[config.mk]
export PLATFORM = sky130hd
export DESIGN_NAME = pipe_hazard_ctrl
export DESIGN_NICKNAME = d
export VERILOG_FILES = /design/src/rtl/pipe_hazard_ctrl.sv
export SDC_FILE = /design/constraint.sdc
export NUM_CORES = 1
export LEC_CHECK = 0
export ABC_AREA = 1
export BUFFER_PORTS_ARGS = -buffer_cell sky130_fd_sc_hd__clkbuf_2
export CAP_MARGIN = 20
export CORE_MARGIN = 8
export CORE_UTILIZATION = 37
export DETAILED_ROUTE_END_ITERATION = 6
export PLACE_DENSITY = 0.74
export SYNTH_ARGS = -nofsm -noshare
export SYNTH_HDL_FRONTEND = slang
export SYNTH_SLANG_ARGS = --single-unit
[constraint.sdc]
create_clock -name clk -period 1.3 [get_ports clk]
set_input_delay 0.195 -clock clk [delete_from_list [all_inputs] [get_ports clk]]
set_output_delay 0.195 -clock clk [all_outputs]
set_load 0.03 [all_outputs]
[src/rtl/pipe_hazard_ctrl.sv]
// Pipeline hazard controller: load-use stalls, branch flushes and memory-wait freeze.
// Define HAZARD_PERF_CNT_EN to build the stall/flush performance counters.
module pipe_hazard_ctrl (
  input  logic        clk,
  input  logic        rst,
  input  logic [4:0]  id_rs,
  input  logic [4:0]  id_rt,
  input  logic        id_use_rs,
  input  logic        id_use_rt,
  input  logic [4:0]  ex_rd,
  input  logic        ex_mem_read,
  input  logic        branch_taken,
  input  logic        mem_req,
  input  logic        mem_ready,
  output logic        pc_ce,
  output logic        ifid_ce,
  output logic        idex_ce,
  output logic        exmem_ce,
  output logic        memwb_ce,
  output logic        ifid_flush,
  output logic        idex_flush,
  output logic        mem_timeout,
  output logic [31:0] stall_cycles,
  output logic [31:0] flush_count
);

  typedef enum logic {RUN, MWAIT} state_t;

  state_t     state, state_next;
  logic       freeze;
  logic       load_use;
  logic [7:0] wait_cnt;

  assign freeze   = mem_req && !mem_ready;
  assign load_use = ex_mem_read && (ex_rd != 5'd0) &&
                    ((id_use_rs && (id_rs == ex_rd)) || (id_use_rt && (id_rt == ex_rd)));

  always_ff @(posedge clk or posedge rst) begin
    if (rst) state <= RUN;
    else     state <= state_next;
  end

  // NOTE: every output gets a default first so no path through the block infers a latch.
  always_comb begin
    state_next = state;
    pc_ce      = 1'b1;
    ifid_ce    = 1'b1;
    idex_ce    = 1'b1;
    exmem_ce   = 1'b1;
    memwb_ce   = 1'b1;
    ifid_flush = 1'b0;
    idex_flush = 1'b0;

    case (state)
      RUN:     if (freeze)  state_next = MWAIT;
      MWAIT:   if (!freeze) state_next = RUN;
      default: state_next = RUN;
    endcase

    if (rst || freeze) begin
      pc_ce    = 1'b0;
      ifid_ce  = 1'b0;
      idex_ce  = 1'b0;
      exmem_ce = 1'b0;
      memwb_ce = 1'b0;
    end else if (branch_taken) begin
      ifid_flush = 1'b1;
      idex_flush = 1'b1;
    end else if (load_use) begin
      // Hold PC and IF/ID one cycle while a bubble enters EX.
      pc_ce      = 1'b0;
      ifid_ce    = 1'b0;
      idex_flush = 1'b1;
    end
  end

  always_ff @(posedge clk or posedge rst) begin
    if (rst) begin
      wait_cnt    <= 8'd0;
      mem_timeout <= 1'b0;
    end else begin
      if (state == RUN && freeze)
        wait_cnt <= 8'd0;
      else if (state == MWAIT && wait_cnt != 8'hFF)
        wait_cnt <= wait_cnt + 8'd1;
      // Counter reaches 255 on this edge; the flag stays until reset.
      if (state == MWAIT && wait_cnt == 8'hFE)
        mem_timeout <= 1'b1;
    end
  end

`ifdef HAZARD_PERF_CNT_EN
  always_ff @(posedge clk or posedge rst) begin
    if (rst) begin
      stall_cycles <= 32'd0;
      flush_count  <= 32'd0;
    end else begin
      if (!pc_ce && stall_cycles != 32'hFFFF_FFFF)
        stall_cycles <= stall_cycles + 32'd1;
      if (ifid_flush && flush_count != 32'hFFFF_FFFF)
        flush_count <= flush_count + 32'd1;
    end
  end
`else
  assign stall_cycles = 32'd0;
  assign flush_count  = 32'd0;
`endif

endmodule

==> flow_metrics.py, run 1 <==
metrics = {
    "timing": {
        "min_period_ns": 1.23,
        "rsz0062_at_grt": "yes",
        "setup_viol": 0,
        "fin_ws_ns": 0.0691,
        "fmax_mhz": 812,
        "hold_viol_final": 0,
        "fin_worst_skew_ns": 0.00153,
        "fin_crit_sh_pct": 94.7,
        "maxSlewViolCount": 0,
    },
    "die": {
        "io_pins": 95,
        "core_um2": 3580,
        "die_width_um": 76.5,
        "die_area_um2": 5850,
        "start_util_pct": 37.9,
        "num_rows": 22,
        "fp.dieH_um": 76.5,
    },
    "placed_design": {
        "dpl.hpwl_mm": 2.51,
        "post-place-ws_ns": -0.0323,
        "routabilityCongestion": 0.815,
        "port_buffers": 30,
    },
    "finish": {
        "fillers": 389,
        "area_growth_pct": 14.0,
        "antenna_cells": 0,
        "drive_gt1_share_pct": 31.6,
        "layout.nets": 271,
    },
    "worst_setup_path": {
        "cp_max_fo": 5,
        "setup.worst_path.start": "wait_cnt[6]",
        "worst_r2r_endpoint": "wait_cnt[7]",
        "rrSetupSlack_ns": 0.07,
        "endpoint_kind": "flop",
        "cp.arrival_ns": 1.39,
        "criticalPathCategory": "reg -> reg",
        "start_kind": "flop",
        "reg2reg_depth": 7,
        "required_ns": 1.46,
        "rr_startpoint": "wait_cnt[6]",
    },
    "clock_tree": {
        "clockBufferDepth": 2,
        "clkLatencyLatePin_ns": 0.27,
        "numCtsBuffers": 3,
        "cts_tree": "built",
        "root_buffer": "clkbuf_4",
        "path_clk_slew_ns": 0.06,
        "clock_sinks": 10,
        "cts-htree-levels": 1,
    },
    "hold_path": {
        "worstHoldPathCells": 3,
        "hold_start": "mem_ready",
        "hold_path.class": "in -> reg",
        "hold_end": "state",
    },
    "routing": {
        "drtIter0Drc": 43,
        "wl_mm": 3.01,
        "antenna_left": 0,
        "dr.pass1.iters": 4,
        "wl_per_cell_um": 10.3,
        "vias_per_cell": 3.80,
        "route.detailed.drc": 0,
        "vias": 1110,
    },
    "logic_synthesis": {
        "syn_area_um2": 1360,
        "seq_area_frac_synth_pct": 18.5,
        "syn_inst": 201,
        "yosysWarnings": 0,
        "ys_types": 24,
        "synth.avg_cell_area_um2": 6.74,
        "ys_seq_elements": 10,
    },
    "outcome": {
        "status": "finished clean",
    },
    "flow_run": {
        "cap_violations": 0,
    },
    "power": {
        "p_per_area_nw_per_um2": 789,
        "p_leak_nw": 0.958,
        "power.total_mw": 1.22,
        "vdd_drop_max_mv": 0.268,
    },
    "global_routing": {
        "overflow": 0,
        "grt_antenna_before_repair": 0,
        "grt_max_degree": 11,
        "grt_pass1_vias": 1117,
        "grt_pass1_wl_mm": 4.71,
        "grt_usage_pct": 9.31,
    },
}
==> final cells by class <==
class                   count  area (µm²)  area share, %
well taps                  48        60.1           3.89
repair inverters            1        8.76          0.567
inverters                  28         115           7.45
clock buffers               3        22.5           1.46
flip-flops and latches     10         250           16.2
multi-input cells         159         772           50.0
repair buffers             43         317           20.5
==> routing by layer <==
layer	GRT usage, %	vias up	part of all wire, %
li1	-	563	-
met1	9.88	498	37
met2	16.9	46	55
met3	3.77	3	7.0
met4	1.73	0	0.63
met5	0	-	0
==> synth_stat cells (all sizes together) <==
cell type | number | area [µm²]
buf | 67 | 503
nand2 | 53 | 221
inv | 27 | 101
nor2 | 12 | 47.6
dfrtp | 10 | 250
nand3 | 9 | 45.0
o21ai | 8 | 58.8
ha | 2 | 25.0
nand3b | 2 | 15.0
nand4 | 2 | 12.5
nor3 | 2 | 21.3
xnor2 | 2 | 17.5
a21oi | 1 | 5.00
a41o | 1 | 10.0
clkinv | 1 | 8.76
conb | 1 | 3.75
xor2 | 1 | 8.76
==> cell usage in the layout (no fill, tap or decap), drive strengths merged <==
cell | synthesis | layout
nand4 | 2 | 2
conb | 1 | 64
buf | 67 | 23
inv | 27 | 29
o21ai | 8 | 8
nand2 | 53 | 53
dlygate4sd3 | 0 | 1
ha | 2 | 2
dfrtp | 10 | 10
nand3b | 2 | 2
nand3 | 9 | 9
xor2 | 1 | 1
a41o | 1 | 1
a21oi | 1 | 1
nor3 | 2 | 2
xnor2 | 2 | 2
clkbuf | 0 | 22
nor2 | 12 | 12
==> report_power, final <==
part	total, mW	leakage [nW]	switching [mW]	internal [mW]
registers	0.369	0.135	0.0278	0.341
clock network	0.214	0.0138	0.107	0.107
logic	0.635	0.809	0.458	0.176
total	1.22	0.958	0.593	0.625
==> repair_timing <==
action / in CTS / in global routing
hold endpoints to repair: 10 / 0
setup buffers: 0 / 5
resized for setup: 0 / 46
endpoints found under the setup margin: 0 / 10
hold buffers: 1 / 0
==> per-stage QoR <==
step	utilization (%)	instances	instance area [µm²]	hold WS [ns]	TNS, ns
floorplan	-	264	1600	0.0352	0
global placement	38.0	282	1360	0.217	-0.0142
finish	43.2	292	1550	0.263	0
detailed placement	38.0	282	1360	0.220	-0.159
CTS	39.0	286	1390	0.268	0
global route	43.2	292	1550	0.263	-0.0496
==> worst max-delay path: stages (launching register included) <==
cell	delay, ns
dfrtp_1	0.38
nand2_2	0.09
nor3_4	0.23
nand2_2	0.10
nand2_4	0.09
nand2_8	0.08
inv_6	0.09
o21ai_2	0.06
==> cells by family after synthesis <==
| kind of cell | count (synthesis) | synth area share (%) |
|---|---|---|
| and+or+nand+nor | 80 | 26.8 |
| other | 1 | 0.277 |
| DFF | 10 | 18.5 |
| xor gates and xnor gates | 3 | 1.94 |
| AOI/OAI and AO/OA | 10 | 5.45 |
| adders and majority gates | 2 | 1.85 |
| buffers and inverters | 95 | 45.2 |
==> flip-flops by register name, summed over array words and instances (netlist names) <==
register,flops
mem_timeout,1
wait_cnt,8
state,1
==> how the worst max path moves through the flow <==
| stage | to | slack (ns) | depth (start not counted) |
|---|---|---|---|
| after global placement | wait_cnt[1] | -0.007 | 9 |
| after floorplan | wait_cnt[5] | 0.05 | 9 |
| final | wait_cnt[7] | 0.07 | 7 |
| after global routing | wait_cnt[1] | -0.01 | 8 |
| after detailed placement | wait_cnt[1] | -0.03 | 9 |
| after CTS | wait_cnt[1] | 0.003 | 9 |
(Power assumes the default switching activity.)
==> run 2, diff against run 1 <==
- REMOVE_ABC_BUFFERS: not set -> 1
==> run 2 against run 1 <==
  * Sequential power is essentially flat
  * Combinational power is 2% higher
  * Sequential share of layout area down 0.33 points
  * Critical path depth down 1
  * Cell area is 2.1% higher
  * Power increased by 0.52%
  * Core utilization increased by 0.91 points
  * Critical endpoint is now wait_cnt[6]
==> flow_metrics.py, run 2 (synthesized netlist as in run 1, its figures left out) <==
metrics = {
    "worst_setup_path": {
        "start_kind": "flop",
        "cp_max_fo": 2,
        "rr_startpoint": "wait_cnt[1]",
        "reg2reg_depth": 6,
        "cp.arrival_ns": 1.46,
        "worst_r2r_endpoint": "wait_cnt[6]",
        "endpoint_kind": "flop",
        "rrSetupSlack_ns": 0.05,
        "required_ns": 1.50,
        "criticalPathCategory": "reg -> reg",
    },
    "clock_tree": {
        "path_clk_slew_ns": 0.06,
        "root_buffer": "clkbuf_4",
        "clockBufferDepth": 2,
        "numCtsBuffers": 3,
        "cts-htree-levels": 1,
        "cts_tree": "built",
        "clkLatencyLatePin_ns": 0.26,
        "clock_sinks": 10,
    },
    "die": {
        "num_rows": 22,
        "io_pins": 95,
        "core_um2": 3580,
        "fp.dieH_um": 76.5,
        "die_area_um2": 5850,
        "die_width_um": 76.5,
        "start_util_pct": 37.9,
    },
    "routing": {
        "drtIter0Drc": 38,
        "route.detailed.drc": 0,
        "wl_per_cell_um": 10.7,
        "vias": 1101,
        "dr.pass1.iters": 4,
        "vias_per_cell": 3.78,
        "antenna_left": 0,
        "wl_mm": 3.11,
    },
    "timing": {
        "fmax_mhz": 798,
        "holdWs_ns": 0.117,
        "fin_crit_sh_pct": 96.4,
        "min_period_ns": 1.25,
        "rsz0062_at_grt": "yes",
        "hold_viol_final": 0,
        "fin_worst_skew_ns": 0.00150,
        "maxSlewViolCount": 0,
        "setup_viol": 0,
    },
    "finish": {
        "fin_area_um2": 1580,
        "top_register": "wait_cnt",
        "largest_reg_flops": 8,
        "final_core_util_pct": 44.1,
        "largestRegisters": "wait_cnt x8, mem_timeout x1, state x1",
        "final_cell_mix": "64 x conb_1, 42 x nand2_1, 17 x inv_1, 14 x clkbuf_2, 13 x buf_6",
        "layout.nets": 270,
        "area_growth_pct": 16.4,
        "layout_commonest_cell": "conb_1",
        "stdcell_count": 291,
        "drive_gt1_share_pct": 32.1,
        "antenna_cells": 0,
    },
    "power": {
        "power.total_mw": 1.22,
        "p_per_area_nw_per_um2": 776,
        "vdd_drop_max_mv": 0.291,
        "p_leak_nw": 0.967,
    },
    "global_routing": {
        "grt_usage_pct": 9.10,
        "overflow": 0,
        "grt_max_degree": 11,
        "grt_pass1_wl_mm": 4.61,
        "grt_pass1_vias": 1147,
        "grt_antenna_before_repair": 0,
    },
    "placed_design": {
        "dpl.hpwl_mm": 2.46,
        "port_buffers": 30,
        "dp.cells": 282,
        "routabilityCongestion": 0.763,
        "post_dp_cell_area_um2": 1350,
    },
    "hold_path": {
        "hold_end": "state",
        "worstHoldPathCells": 2,
        "hold_start": "mem_ready",
        "hold_path.class": "in -> reg",
    },
    "flow_run": {
        "cap_violations": 0,
    },
    "outcome": {
        "status": "finished clean",
    },
}
## run 2: cell count changes in the layout (fill, tap and decap cells not counted), moves of 2 or more
cell	before	now
buf_6	9	13
clkbuf_2	19	14
inv_1	19	17
inv_2	7	9
## run 2: layout make-up
class                      count  area, µm²
timing repair buffer          42        347
timing repair inverter         1       8.76
sequential                    10        250
inverter                      28        115
multi-input combinational    159        774
clock buffer                   3       22.5
tap                           48       60.1
fill                         379       2000
## run 2: report_power, final
part	leakage [nW]	switching [mW]	total (mW)	internal, mW
sequential	0.135	0.0245	0.366	0.342
clock	0.0138	0.104	0.211	0.107
combinational	0.818	0.461	0.648	0.187
## run 2: routing by layer
metal	share of wire (%)	routed length, µm	track usage, %	up-vias
met5	0	0	0	-
li1	-	-	-	562
met3	6.8	212	3.42	2
met1	37	1160	9.61	485
met4	0.35	11	1.73	0
met2	55	1730	16.7	52
## run 2: worst max path at each step
stage / slack [ns] / from / endpoint / depth (start not counted)
floorplan: -1.12 / mem_req / ifid_ce / 5
global placement: 0.01 / ex_rd[2] / pc_ce / 9
detailed placement: 0.003 / ex_rd[2] / ifid_ce / 9
CTS: 0.004 / ex_rd[2] / ifid_ce / 9
global route: -0.07 / wait_cnt[6] / wait_cnt[7] / 8
finish: 0.05 / wait_cnt[1] / wait_cnt[6] / 6
## run 2: metrics by stage
stage               worst slack [ns]  setup TNS (ns)
floorplan                      -1.12           -5.28
global route                 -0.0661          -0.311
global placement              0.0112               0
CTS                          0.00401               0
finish                        0.0463               0
detailed placement           0.00319               0
## run 2: timing repair
item / CTS / global route
endpoints found under the setup margin: 0 / 11
hold endpoints to repair: 10 / 0
buffers inserted: 0 / 4
hold buffers: 1 / 0
resized for setup: 0 / 58
## run 2: critical path: stages (launching register included)
cell	delay [ns]
dfrtp_1	0.36
ha_2	0.19
buf_4	0.11
nand4_1	0.13
xnor2_1	0.24
nand3_2	0.09
nand2_1	0.07
==> run 3, diff against run 2 <==
- CELL_PAD_IN_SITES_DETAIL_PLACEMENT: not set -> 1
- CELL_PAD_IN_SITES_GLOBAL_PLACEMENT: not set -> 1
- CORE_UTILIZATION: 37 -> 24
==> run 3 against run 2 <==
  * Sequential share of layout area down 0.27 points
  * Cell area up 2.2%
  * Non-clock buffer count down 1
  * Core utilization down 15 points
  * Die area up 42%
  * Final cell count up 7.9%
==> flow_metrics.py, run 3 (synthesized netlist as in run 1, its figures left out) <==
metrics = {
    "routing": {
        "drtIter0Drc": 26,
        "vias_per_cell": 3.67,
        "vias": 1151,
        "wl_per_cell_um": 11.0,
        "dr.pass1.iters": 3,
        "antenna_left": 0,
        "wl_mm": 3.46,
        "route.detailed.drc": 0,
    },
    "hold_path": {
        "hold_path.class": "in -> reg",
        "hold_start": "mem_ready",
        "worstHoldPathCells": 3,
        "hold_end": "state",
    },
    "worst_setup_path": {
        "rr_startpoint": "wait_cnt[1]",
        "reg2reg_depth": 9,
        "start_kind": "primary input",
        "endpoint_kind": "primary output",
        "worst_r2r_endpoint": "wait_cnt[7]",
        "required_ns": 1.11,
        "criticalPathCategory": "in -> out",
        "cp.arrival_ns": 1.06,
        "cp_max_fo": 4,
        "rrSetupSlack_ns": 0.08,
    },
    "clock_tree": {
        "clock_sinks": 10,
        "cts-htree-levels": 1,
        "path_clk_slew_ns": 0.05,
        "numCtsBuffers": 3,
        "clockBufferDepth": 2,
        "root_buffer": "clkbuf_8",
        "cts_tree": "built",
        "clkLatencyLatePin_ns": 0.24,
    },
    "power": {
        "p_leak_nw": 0.956,
        "p_per_area_nw_per_um2": 875,
        "vdd_drop_max_mv": 0.429,
        "power.total_mw": 1.41,
    },
    "placed_design": {
        "dpl.hpwl_mm": 2.98,
        "routabilityCongestion": 0.730,
        "dp.cells": 308,
        "port_buffers": 30,
    },
    "finish": {
        "final_core_util_pct": 29.5,
        "antenna_cells": 0,
        "stdcell_count": 314,
        "drive_gt1_share_pct": 34.7,
        "largest_reg_flops": 8,
        "layout.nets": 268,
        "fillers": 744,
        "final_cell_mix": "64 x conb_1, 35 x nand2_1, 18 x inv_1, 18 x clkbuf_2, 16 x nand2_2",
        "layout_commonest_cell": "conb_1",
        "largestRegisters": "wait_cnt x8, mem_timeout x1, state x1",
        "top_register": "wait_cnt",
        "area_growth_pct": 19.0,
    },
    "timing": {
        "setup_viol": 0,
        "holdWs_ns": 0.256,
        "fin_crit_sh_pct": 96.7,
        "setup_tns_ns": 0,
        "rsz0062_at_grt": "yes",
        "maxSlewViolCount": 0,
        "hold_viol_final": 0,
        "fin_worst_skew_ns": 0.00279,
        "min_period_ns": 1.26,
        "fmax_mhz": 795,
    },
    "die": {
        "start_util_pct": 24.8,
        "fp.dieH_um": 91.1,
        "io_pins": 95,
        "core_um2": 5470,
        "die_width_um": 91.1,
        "num_rows": 27,
        "die_area_um2": 8310,
    },
    "global_routing": {
        "grt_pass1_wl_mm": 5.67,
        "grt_pass1_vias": 1330,
        "grt_antenna_before_repair": 0,
        "grt_max_degree": 11,
        "grt_usage_pct": 7.90,
        "overflow": 0,
    },
    "flow_run": {
        "cap_violations": 0,
    },
    "outcome": {
        "status": "finished clean",
    },
}
[run 3: changes by cell type in the layout (fill, tap and decap cells not counted), sizes merged]
cell    delta
clkinv     +1
buf        -4
inv        -2
clkbuf     +4
[run 3: power breakdown]
part           internal [mW]  leakage [nW]  switching, mW
clock network          0.267        0.0288          0.129
logic                  0.176         0.794          0.466
registers              0.344         0.134         0.0309
[run 3: worst max-delay path, stage by stage]
cell	delay, ns
buf_6	0.09
inv_2	0.07
nand4_1	0.09
o21ai_0	0.19
inv_1	0.08
nand2_1	0.07
nand2_1	0.06
nand2_2	0.08
buf_6	0.13
[run 3: through the flow]
stage / setup WS, ns / cell area (µm²)
finish: 0.0424 / 1610
global route: -0.0296 / 1610
CTS: -0.00761 / 1480
detailed placement: -0.0189 / 1400
global placement: 0.00574 / 1400
floorplan: -1.12 / 1090
[run 3: final cells by class]
cell class                      instances  area, µm²  area share [%]
Clock buffer                            4       55.1            3.41
Timing Repair Buffer                   41        307            19.0
Tap cell                               72       90.1            5.59
Multi-Input combinational cell        159        787            48.8
Inverter                               28        123            7.60
Sequential cell                        10        251            15.6
[run 3: timing repair]
action	in CTS	in global routing
buffers inserted	0	1
gates resized for setup	4	55
endpoints found under the hold margin	10	0
hold buffers	1	0
pin swaps	0	18
setup endpoints to repair	6	10
[run 3: metal layers]
metal / up-vias / global-route usage [%] / wire length (µm)
met5: - / 0 / 0
met1: 543 / 7.56 / 1240
met4: 0 / 0.819 / 0
met2: 46 / 15.3 / 1940
met3: 0 / 3.79 / 292
li1: 562 / - / -
[run 3: worst max-delay path by stage]
stage / slack [ns] / to / from
detailed placement: -0.02 / idex_flush / ex_rd[3]
CTS: -0.008 / ifid_ce / ex_rd[3]
finish: 0.04 / ifid_ce / ex_rd[2]
global route: -0.03 / pc_ce / ex_rd[2]
floorplan: -1.12 / ifid_ce / mem_req
global placement: 0.006 / idex_flush / ex_rd[3]
